## src/rtl/mem_arbiter_rr.sv

```systemverilog
// rtl/mem_arbiter_rr.sv - round-robin arbiter sharing one word-wide memory port
module mem_arbiter_rr #(
  parameter int         M_WIDTH      = 32,
  parameter int         CLIENT_CNT   = 2,
  parameter int         READ_LATENCY = 1,
  parameter logic [1:0] MEM_ACC_8    = 2'b00,
  parameter logic [1:0] MEM_ACC_16   = 2'b01,
  parameter logic [1:0] MEM_ACC_32   = 2'b10
) (
  input  logic                                  clk,
  input  logic                                  rst,
  input  logic [CLIENT_CNT-1:0]                 client_reqs,
  input  logic [M_WIDTH*CLIENT_CNT-1:0]         client_addrs_packed,
  input  logic [CLIENT_CNT-1:0]                 client_wes,
  input  logic [2*CLIENT_CNT-1:0]               client_widths_packed,
  input  logic [M_WIDTH*CLIENT_CNT-1:0]         client_data_outs_packed,
  output logic [CLIENT_CNT-1:0]                 client_readies,
  output logic [CLIENT_CNT-1:0]                 client_errs,
  output logic [M_WIDTH-1:0]                    client_data_in,
  input  logic [M_WIDTH-1:0]                    mem_data_in,
  output logic [M_WIDTH-1:0]                    mem_data_out,
  output logic [M_WIDTH-$clog2(M_WIDTH/8)-1:0]  mem_addr,
  output logic [M_WIDTH/8-1:0]                  mem_wes,
  output logic                                  busy
);

  localparam int BYTES = M_WIDTH / 8;
  localparam int OFF_W = $clog2(BYTES);
  localparam int GW    = (CLIENT_CNT > 1) ? $clog2(CLIENT_CNT) : 1;
  localparam int CW    = (READ_LATENCY > 0) ? $clog2(READ_LATENCY + 1) : 1;

  typedef enum logic [1:0] {IDLE, ACCESS, DONE} state_t;

  state_t             state, state_next;
  logic [GW-1:0]      ptr, grant, arb_sel;
  logic               arb_found;
  logic [M_WIDTH-1:0] sel_addr, sel_data, read_aligned;
  logic [1:0]         sel_width, width_q;
  logic               sel_we, sel_err, we_q, err_q;
  logic [OFF_W-1:0]   sel_off, off_q;
  logic [CW-1:0]      cnt;
  logic               last_cycle;

  // Rotating priority search: first requester after the last grant, wrapping around.
  always_comb begin
    arb_sel   = ptr;
    arb_found = 1'b0;
    for (int i = 1; i <= CLIENT_CNT; i++) begin
      if (!arb_found && client_reqs[(int'(ptr) + i) % CLIENT_CNT]) begin
        arb_sel   = GW'((int'(ptr) + i) % CLIENT_CNT);
        arb_found = 1'b1;
      end
    end
  end

  assign sel_addr   = client_addrs_packed[int'(arb_sel)*M_WIDTH +: M_WIDTH];
  assign sel_data   = client_data_outs_packed[int'(arb_sel)*M_WIDTH +: M_WIDTH];
  assign sel_width  = client_widths_packed[int'(arb_sel)*2 +: 2];
  assign sel_we     = client_wes[arb_sel];
  assign sel_off    = sel_addr[OFF_W-1:0];
  assign last_cycle = (cnt == CW'(READ_LATENCY));

  // Misalignment and unknown width codes are rejected before touching memory.
  always_comb begin
    case (sel_width)
      MEM_ACC_8:  sel_err = 1'b0;
      MEM_ACC_16: sel_err = sel_addr[0];
      MEM_ACC_32: sel_err = |sel_off;
      default:    sel_err = 1'b1;
    endcase
  end

  // Read return: shift the addressed bytes down to bit 0 and clear unused upper bits.
  always_comb begin
    read_aligned = mem_data_in >> (8 * off_q);
    if (width_q == MEM_ACC_8) begin
      read_aligned[M_WIDTH-1:8] = '0;
    end else if (width_q == MEM_ACC_16) begin
      read_aligned[M_WIDTH-1:16] = '0;
    end
  end

  // State register.
  always_ff @(posedge clk) begin
    if (rst) begin
      state <= IDLE;
    end else begin
      state <= state_next;
    end
  end

  // Next-state and per-state outputs; write lanes fire only on the first access cycle.
  always_comb begin
    state_next     = state;
    busy           = (state != IDLE);
    client_readies = '0;
    client_errs    = '0;
    mem_wes        = '0;
    case (state)
      IDLE: begin
        if (arb_found) begin
          state_next = sel_err ? DONE : ACCESS;
        end
      end
      ACCESS: begin
        if (cnt == '0 && we_q) begin
          case (width_q)
            MEM_ACC_8:  mem_wes = BYTES'(1) << off_q;
            MEM_ACC_16: mem_wes = BYTES'(3) << off_q;
            default:    mem_wes = '1;
          endcase
        end
        if (last_cycle) begin
          state_next = DONE;
        end
      end
      DONE: begin
        client_readies[grant] = 1'b1;
        client_errs[grant]    = err_q;
        state_next            = IDLE;
      end
      default: state_next = IDLE;
    endcase
  end

  // Grant capture, memory port registers, latency counter and read-data sampling.
  always_ff @(posedge clk) begin
    if (rst) begin
      ptr            <= GW'(CLIENT_CNT - 1);
      grant          <= '0;
      width_q        <= '0;
      we_q           <= 1'b0;
      err_q          <= 1'b0;
      off_q          <= '0;
      cnt            <= '0;
      mem_addr       <= '0;
      mem_data_out   <= '0;
      client_data_in <= '0;
    end else begin
      case (state)
        IDLE: begin
          if (arb_found) begin
            ptr     <= arb_sel;
            grant   <= arb_sel;
            width_q <= sel_width;
            we_q    <= sel_we;
            err_q   <= sel_err;
            off_q   <= sel_off;
            cnt     <= '0;
            if (sel_err) begin
              client_data_in <= '0;
            end else begin
              mem_addr     <= sel_addr[M_WIDTH-1:OFF_W];
              mem_data_out <= sel_data << (8 * sel_off);
            end
          end
        end
        ACCESS: begin
          cnt <= cnt + 1'b1;
          if (last_cycle) begin
            client_data_in <= read_aligned;
          end
        end
        default: ;
      endcase
    end
  end

endmodule

```

## config.mk

```make
export PLATFORM = sky130hd
export DESIGN_NAME = mem_arbiter_rr
export DESIGN_NICKNAME = d
export VERILOG_FILES = /design/src/rtl/mem_arbiter_rr.sv
export SDC_FILE = /design/constraint.sdc
export NUM_CORES = 1
export LEC_CHECK = 0
export BUFFER_PORTS_ARGS = -buffer_cell sky130_fd_sc_hd__buf_4
export CORE_ASPECT_RATIO = 1.5
export CORE_MARGIN = 3
export CORE_UTILIZATION = 33
export CTS_BUF_LIST = sky130_fd_sc_hd__clkbuf_8
export CTS_CLUSTER_DIAMETER = 120
export DETAILED_ROUTE_END_ITERATION = 16
export GPL_TIMING_DRIVEN = 0
export REMOVE_ABC_BUFFERS = 1
export SETUP_SLACK_MARGIN = 0.4
export SLEW_MARGIN = 20
export SYNTH_ARGS = -nofsm -noshare
export SYNTH_HDL_FRONTEND = slang
export SYNTH_SLANG_ARGS = --single-unit
```

## constraint.sdc

```tcl
create_clock -name clk -period 3.5 [get_ports clk]
set_input_delay 0.35 -clock clk [delete_from_list [all_inputs] [get_ports clk]]
set_output_delay 0.35 -clock clk [all_outputs]
set_load 0.01 [all_outputs]
```

==> results of run 1 <==
[timing repair]
item | 4_1_cts | 5_1_grt
hold buffers | 0 | 0
cloned | 0 | 0
setup endpoints to repair | 2 | 27
resized for setup | 1 | 1
[through the flow]
stage	util (%)	worst slack, ns	cell area, um2	total power, mW	cells
finish	47.6	0.703	8290	4.00	1160
floorplan	-	-0.192	5600	2.46	653
global placement	45.4	-2.10	7910	3.23	1138
global route	47.6	0.534	8290	4.26	1160
CTS	47.6	0.536	8290	4.06	1160
detailed placement	46.5	0.405	8090	3.29	1144
[cells by family (layout without fill, tap and decap cells)]
group	count (synthesis)	in the layout	share of synthesized area [%]
AO/OA/AOI/OAI	147	147	20.9
buffers and inverters	74	307	5.68
flip-flops	105	105	35.7
multiplexers	88	88	15.1
AND/OR/NAND/NOR	300	300	22.6
[state kept, by name, summed over array words and instances (netlist names)]
signal          count
cnt                 1
mem_data_out       32
mem_addr           30
ptr                 1
width_q             2
we_q                1
err_q               1
grant               1
off_q               2
client_data_in     32
state               2
[cell usage in the layout (no fill, tap or decap), types with 9 or more instances in the layout]
cell        n
nand2b_1   26
nor3_1     18
a311oi_1   12
clkbuf_8   10
nor2_1     70
a21oi_1    20
dfxtp_1   104
o211ai_1   24
and3_1      9
o21ai_0    27
a211oi_1    9
inv_1      12
buf_4     271
nand3_1     9
a311oi_2   30
mux2i_1    80
nand2_1   135
[worst max path at each step]
| stage | slack (ns) | cells past startpoint | to | from |
|---|---|---|---|---|
| 2_1_floorplan | -0.19 | 5 | mem_addr[0] | state[1] |
| 3_3_place_gp | -2.10 | 6 | mem_data_out[29] | client_reqs[0] |
| 3_5_place_dp | 0.40 | 6 | mem_data_out[3] | state[1] |
| 4_1_cts | 0.54 | 7 | mem_addr[8] | state[1] |
| 5_1_grt | 0.53 | 4 | mem_wes[2] | off_q[1] |
| 6_report | 0.70 | 4 | mem_wes[2] | off_q[1] |
[layer usage]
layer	share of wire, %	global-route usage [%]	routed length, um	vias to the layer above
met4	2.1	5.92	445	0
met3	7.4	4.99	1590	21
met1	41	25.8	8800	2818
li1	-	-	-	2996
met5	0	0	0	-
met2	49	35.4	10600	251
[area by class of cell]
type,count,area (um2),share of cell area [%]
Multi-Input combinational cell,535,3500,42.3
Timing Repair Buffer,278,2180,26.3
Sequential cell,105,2100,25.4
Tap cell,213,267,3.21
Clock buffer,10,138,1.66
Clock inverter,6,51.3,0.619
Inverter,13,48.8,0.589
[power breakdown]
part | internal, mW | switching [mW]
combinational | 0.778 | 0.932
clock | 0.289 | 0.477
sequential | 1.38 | 0.152
[worst max-delay path, stage by stage (launching register included)]
cell	delay, ns
dfxtp_1	1.00
nor2b_1	0.72
nor3_1	0.09
nor2_1	0.12
buf_4	0.13
==> reports/metrics.cfg, run 1 <==
[worst_hold_path]
hold_path_startpoint=mem_data_in[25]
min_delay_path_depth=3
min_to=client_data_in[25]
hp-class=in -> reg

[placed_design]
routabilityCongestion=0.900
place_hpwl_mm=15.6
port_buffers=272

[clocking]
clk_path_buf_depth=2
cts.clk_slew.worst_paths_ns=0.12
cts_inserted_buffers=9
cts_tree=yes
post_cts_buffers=0
htreeDepth=3
clk_latency_ns=0.37
root_buffer=clkbuf_8
cts.sinks=105

[pwr]
p_per_area_nw_per_um2=483
p_leak_nw=3.61
ir_drop_v=0.000221

[synth]
synth_top_area_share_pct=35.7
yosysSeqAreaShare_pct=35.7
ys_seq_elements=105
synthTopCellsByArea=dfxtp_1 36%, mux2i_1 14%, nand2_1 8.6%
synthDistinctLibCells=43
yosys.area.top_type=dfxtp_1
synth.avg_cell_area_um2=8.24
yosys_warnings=0
ys_async_sr_fraction_pct=0
synth_top_cells_by_count=135 x nand2_1, 105 x dfxtp_1, 80 x mux2i_1
syn_area_um2=5890
synth_ff_type=dfxtp_1
postSynthCellCount=714
synth-edff-count=0
synth.most_common_cell=nand2_1

[timing]
setup_viol=0
min_period_ns=2.80
fin_crit_sh_pct=79.9
fmax_ghz=0.358
drv_slew=0
slew_headroom_pct=32.8
finalSetupTns_ns=0
final_hold_viol_count=0
finClkSkew_ns=0.0122
tightest_slew_ns=1.01
whs_ns=0.242
rsz0062_at_grt=false

[worst_setup_path]
crit_type=reg -> out
cp-start-kind=register
rrSetupSlack_ns=0.81
end_kind=primary output
reg2reg_to=mem_addr[1]
worstReg2RegStart=state[1]
rr_worst_depth=7
worstPathArrival_ns=2.45
crit_fanout=31
worstPathRequired_ns=3.15

[floorplan]
row_count=59
start_util_pct=33.8
die_h_um=170
io_pins=273
core-area_um2=17400
die_x_um=115
dieArea_um2=19500

[global_routing]
grt_pass1_vias=5760
grt_remaining_overflow=0
grt_pass1_wl_mm=32.0
antenna_found_initial=0
grt_usage_pct=20.8
grt_max_degree=109

[layout]
area_delta_synth_final_pct=40.9
final_nets=1112
antenna_cells=0
fillers=1789
drive_gt1_share_pct=36.3

[route]
routedWlPerCell_um=18.5
vias=6086
drt_pass1_iterations=5
drt-total-wl_mm=21.4
drt_iter0_markers=391
drc=0
drtAntennaViolNets=0
vias_per_cell=5.25

[status]
status=complete, no violations

[run]
maxCapViolCount=0

(Power assumes the default switching activity.)
==> run 2: changes to the inputs <==
==> constraint.sdc (replaced) <==
create_clock -name clk -period 2.3 [get_ports clk]
set_input_delay 0.23 -clock clk [delete_from_list [all_inputs] [get_ports clk]]
set_output_delay 0.23 -clock clk [all_outputs]
set_load 0.01 [all_outputs]
==> run 2 against run 1 <==
Net effect:
- non-clock buffer count grew 18
- setup slack lost 0.33 ns
- sequential power grew 53%
- register-to-register slack lost 0.44 ns
- sequential share of layout area shrank 0.94 points
- first-iteration DRC count grew 3.8%
- core utilization grew 2.1 points
- total power grew 62%
- largest cell class unchanged
- highest routed layer unchanged
==> reports/metrics.cfg, run 2 (synthesized netlist as in run 1, its figures left out) <==
[worst_setup_path]
crit_path_cell_trace=or2_1 > a221o_2 > and2_4 > a21oi_4 > buf_12 > buf_6 > mux2i_1
rrSetupSlack_ns=0.37
worstReg2RegStart=ptr
cp-start-kind=register
reg2reg_to=client_data_in[25]
worstPathRequired_ns=2.62
crit_fanout=7
rr_worst_depth=7
worstPathArrival_ns=2.25
crit_type=reg -> reg
slowest_stage=a221o_2
critical-path-max-stage-delay_ns=0.39
end_kind=register

[clocking]
cts_inserted_buffers=9
cts.sinks=105
htreeDepth=3
cts.clk_slew.worst_paths_ns=0.12
cts_tree=yes
root_buffer=clkbuf_8
holdBufCountCts=0
clk_latency_ns=0.37
clk_path_buf_depth=2

[timing]
tightest_slew_ns=1.01
fmax_ghz=0.518
fin_crit_sh_pct=83.9
whs_ns=0.122
min_period_ns=1.93
finalSetupTns_ns=0
setup_viol=0
finClkSkew_ns=0.0129
slew_headroom_pct=32.4
worst_slack_ns=0.370
rsz0062_at_grt=true
final_hold_viol_count=0
drv_slew=0

[layout]
finish.utilization_pct=49.7
final_cell_mix=284 x buf_4, 134 x nand2_1, 102 x dfxtp_1
antenna_cells=0
fillers=1757
area_delta_synth_final_pct=47.0
multi_input_area_um2=3680
fin_area_um2=8650
regArea_um2=2110
drive_gt1_share_pct=39.8
reg.largest.list=client_data_in: 32 flops, mem_data_out: 32 flops, mem_addr: 30 flops
final_common_cell=buf_4
final_nets=1134
layoutNonFillerInstCount=1182

[placed_design]
dpl_worst_slack_ns=-0.795
port_buffers=272
routabilityCongestion=0.900
post-place-cells=1144
place_area_um2=8090
place_hpwl_mm=15.6

[floorplan]
start_util_pct=33.8
die_x_um=115
io_pins=273
die_h_um=170
core-area_um2=17400
dieArea_um2=19500
row_count=59

[route]
drt-total-wl_mm=23.2
drtAntennaViolNets=0
drt_pass1_iterations=5
drc=0
routedWlPerCell_um=19.6
vias=6267
drt_iter0_markers=406
vias_per_cell=5.30

[status]
status=complete, no violations

[global_routing]
grt_usage_pct=21.6
antenna_found_initial=0
grt_max_degree=109
grt_pass1_vias=5887
grt_pass1_wl_mm=33.1
grt_remaining_overflow=0

[worst_hold_path]
hold_path_startpoint=mem_data_in[25]
min_to=client_data_in[25]
hp-class=in -> reg
min_delay_path_depth=3

[run]
maxCapViolCount=0

[pwr]
ir_drop_v=0.000373
p_per_area_nw_per_um2=749
p_total_mw=6.48
p_leak_nw=3.77

## run 2: cell count changes in the layout (fill, tap and decap cells not counted), sizes merged
cell    before  now
and3        10   13
buf        278  294
clkbuf      10   12
nand3       10   11
## run 2: cell type report
class,instances,area share [%]
well taps,213,3.08
flip-flops and latches,105,24.4
clock buffers,10,1.59
clock inverters,6,0.593
multi-input cells,539,42.5
inverters,13,0.564
repair buffers,296,27.2
## run 2: repair_timing
item / 4_1_cts / 5_1_grt
hold endpoints to repair: 0 / 0
gates cloned: 3 / 5
pin swaps: 6 / 5
setup endpoints to repair: 96 / 94
setup buffers: 7 / 7
gates resized for setup: 20 / 20
## run 2: critical path: cells and delay by family (launching register included)
family / cells / cell delay [ns]
and+or+nand+nor: 2 / 0.42
muxes: 1 / 0.17
buffers and inverters: 2 / 0.29
AOI/OAI and AO/OA: 2 / 0.61
DFF: 1 / 0.38
## run 2: worst max path at each step
stage	from	end	slack (ns)
after floorplan	state[1]	mem_addr[0]	-1.39
after global placement	client_reqs[0]	mem_data_out[29]	-3.18
after detailed placement	state[1]	mem_data_out[3]	-0.80
after CTS	ptr	client_data_in[29]	0.37
after global routing	ptr	client_data_in[25]	0.32
final	ptr	client_data_in[25]	0.37
## run 2: power breakdown
| group | total [mW] | switching (mW) | internal, mW |
|---|---|---|---|
| clock network | 1.17 | 0.728 | 0.439 |
| logic | 2.98 | 1.60 | 1.37 |
| registers | 2.34 | 0.238 | 2.10 |
| total | 6.48 | 2.57 | 3.91 |
## run 2: per-layer routing
metal,GRT usage [%],wire length [um],vias up
met4,6.13,425,0
met5,0,0,-
met3,4.96,1690,20
li1,-,-,3053
met2,37.1,11800,248
met1,26.8,9270,2946
==> run 3: changes to the inputs <==
==> constraint.sdc (replaced) <==
create_clock -name clk -period 1.85 [get_ports clk]
set_input_delay 0.185 -clock clk [delete_from_list [all_inputs] [get_ports clk]]
set_output_delay 0.185 -clock clk [all_outputs]
set_load 0.01 [all_outputs]
==> run 3 against run 2 <==
Net effect:
- largest cell class unchanged
- first-iteration DRC count is 7.1% higher
- global-route usage up 2.3 points
- clock skew rose by 0.0022 ns
- non-clock buffer count is 41 higher
- the flow now finishes with violations (setup timing)
- via count increased by 6.7%
- sequential cell count stayed put
- critical endpoint is now mem_addr[23]
- core utilization rose by 6.6 points
- setup slack got worse by 0.44 ns
- total power increased by 44%
- sequential share of layout area fell by 2.8 points
- clock-buffer cell count unchanged
- sequential power up 24%
==> reports/metrics.cfg, run 3 (synthesized netlist as in run 1, its figures left out) <==
[worst_setup_path]
crit_fanout=7
worstReg2RegStart=ptr
critPathBufInv=2
cp-start-kind=register
critical-path-max-stage-delay_ns=0.42
slowest_stage=a221o_2
crit_type=reg -> reg
worstPathArrival_ns=2.21
startpoint=ptr
worstPathRequired_ns=2.14
crit_path_cell_trace=or2_1 > a221o_2 > and3_4 > buf_12 > clkbuf_16 > a311oi_2
end_kind=register
path_delay_family=compound AO/OA/AOI/OAI gates

[global_routing]
grt_remaining_overflow=0
grt_usage_pct=23.9
grt_pass1_wl_mm=36.3
grt_max_degree=109
grt_pass1_vias=6266
antenna_found_initial=0

[floorplan]
core-area_um2=17400
dieArea_um2=19500
start_util_pct=33.8
row_count=59
die_x_um=115
io_pins=273
die_h_um=170

[status]
violations=setup timing
status=finished, violations left

[clocking]
cts_tree=yes
cts.sinks=105
clk_latency_ns=0.38
root_buffer=clkbuf_8
holdBufCountCts=0
clk_path_buf_depth=2
cts_inserted_buffers=9
cts.clk_slew.worst_paths_ns=0.12
htreeDepth=3

[route]
routedWlPerCell_um=21.1
drc=0
vias=6690
drtAntennaViolNets=0
vias_per_cell=5.44
drt-total-wl_mm=26.0
drt_iter0_markers=435
drt_pass1_iterations=7

[placed_design]
dpl_worst_slack_ns=-1.25
routabilityCongestion=0.900
port_buffers=272
place_hpwl_mm=15.6

[pwr]
p_leak_nw=4.19
p_per_area_nw_per_um2=954
ir_drop_v=0.000502

[timing]
drv_slew=0
finalSetupTns_ns=-0.600
rsz0062_at_grt=true
finClkSkew_ns=0.0150
fmax_ghz=0.521
tightest_slew_ns=1.03
worst_slack_ns=-0.0708
fin_crit_sh_pct=104
min_period_ns=1.92
setup_viol=31
slew_headroom_pct=31.6
final_hold_viol_count=0

[run]
maxCapViolCount=0

[worst_hold_path]
hold_path_startpoint=mem_data_in[25]
hp-class=in -> reg

[layout]
final_cell_mix=297 x buf_4, 129 x nand2_1, 99 x dfxtp_1
final_common_cell=buf_4
reg.largest.list=client_data_in: 32 flops, mem_data_out: 32 flops, mem_addr: 30 flops
final_nets=1182
drive_gt1_share_pct=50.5
area_delta_synth_final_pct=66.6
finish.utilization_pct=56.3
antenna_cells=0

==> run 3: cell count changes in the layout (fill, tap and decap cells not counted), sizes merged <==
cell,before,now
nand3,11,13
nand2,135,136
buf,294,331
bufbuf,0,1
clkbuf,12,15
and3,13,16
nor2,73,74
==> run 3: worst register-to-register path, cell delays in order (launching register included) <==
cell       delay (ns)
dfxtp_4          0.36
or2_1            0.24
a221o_2          0.42
and3_4           0.27
buf_12           0.16
clkbuf_16        0.16
a311oi_2         0.21
==> run 3: area by class of cell <==
type | count | area [um2]
Fill cell | 1645 | 7610
Multi-Input combinational cell | 546 | 4190
Timing Repair Buffer | 337 | 2990
Sequential cell | 105 | 2120
Tap cell | 213 | 267
Clock buffer | 10 | 138
Clock inverter | 6 | 51.3
Inverter | 13 | 51.3
==> run 3: per-layer routing <==
metal / part of all wire, % / up-vias / track usage (%)
li1: - / 3179 / -
met1: 39 / 3194 / 29.0
met2: 51 / 285 / 41.6
met3: 7.4 / 32 / 5.74
met4: 2.0 / 0 / 7.05
met5: 0 / - / 0
==> run 3: worst paths after layout <==
path,cells after the start,slack (ns),to
setup / recovery,6,-0.07,mem_addr[23]
setup reg to reg,6,-0.07,mem_addr[23]
hold reg to reg,2,0.46,mem_data_out[18]
hold / removal,3,0.08,client_data_in[25]
==> run 3: repair_timing <==
item                                    CTS  global route
endpoints found under the setup margin  111           110
cloned                                   13             9
pin swaps                                29            36
buffers inserted                         32            16
gates resized for setup                 103            81
endpoints found under the hold margin     0             0
==> run 3: where the power goes <==
| part | total, mW | leakage (nW) | internal, mW | switching, mW |
|---|---|---|---|---|
| clock network | 1.47 | 0.0983 | 0.546 | 0.922 |
| registers | 2.91 | 0.863 | 2.62 | 0.295 |
| logic | 4.98 | 3.23 | 2.46 | 2.52 |
| total | 9.36 | 4.19 | 5.63 | 3.73 |
==> run 3: metrics by stage <==
stage / hold slack [ns] / total power [mW] / cell area [um2] / cells
CTS: 0.0596 / 8.72 / 9190 / 1205
finish: 0.0762 / 9.36 / 9810 / 1230
detailed placement: 0.446 / 6.22 / 8090 / 1144
floorplan: 0.253 / 4.66 / 5600 / 653
global route: 0.0685 / 9.80 / 9810 / 1230
global placement: 0.440 / 6.11 / 7910 / 1138
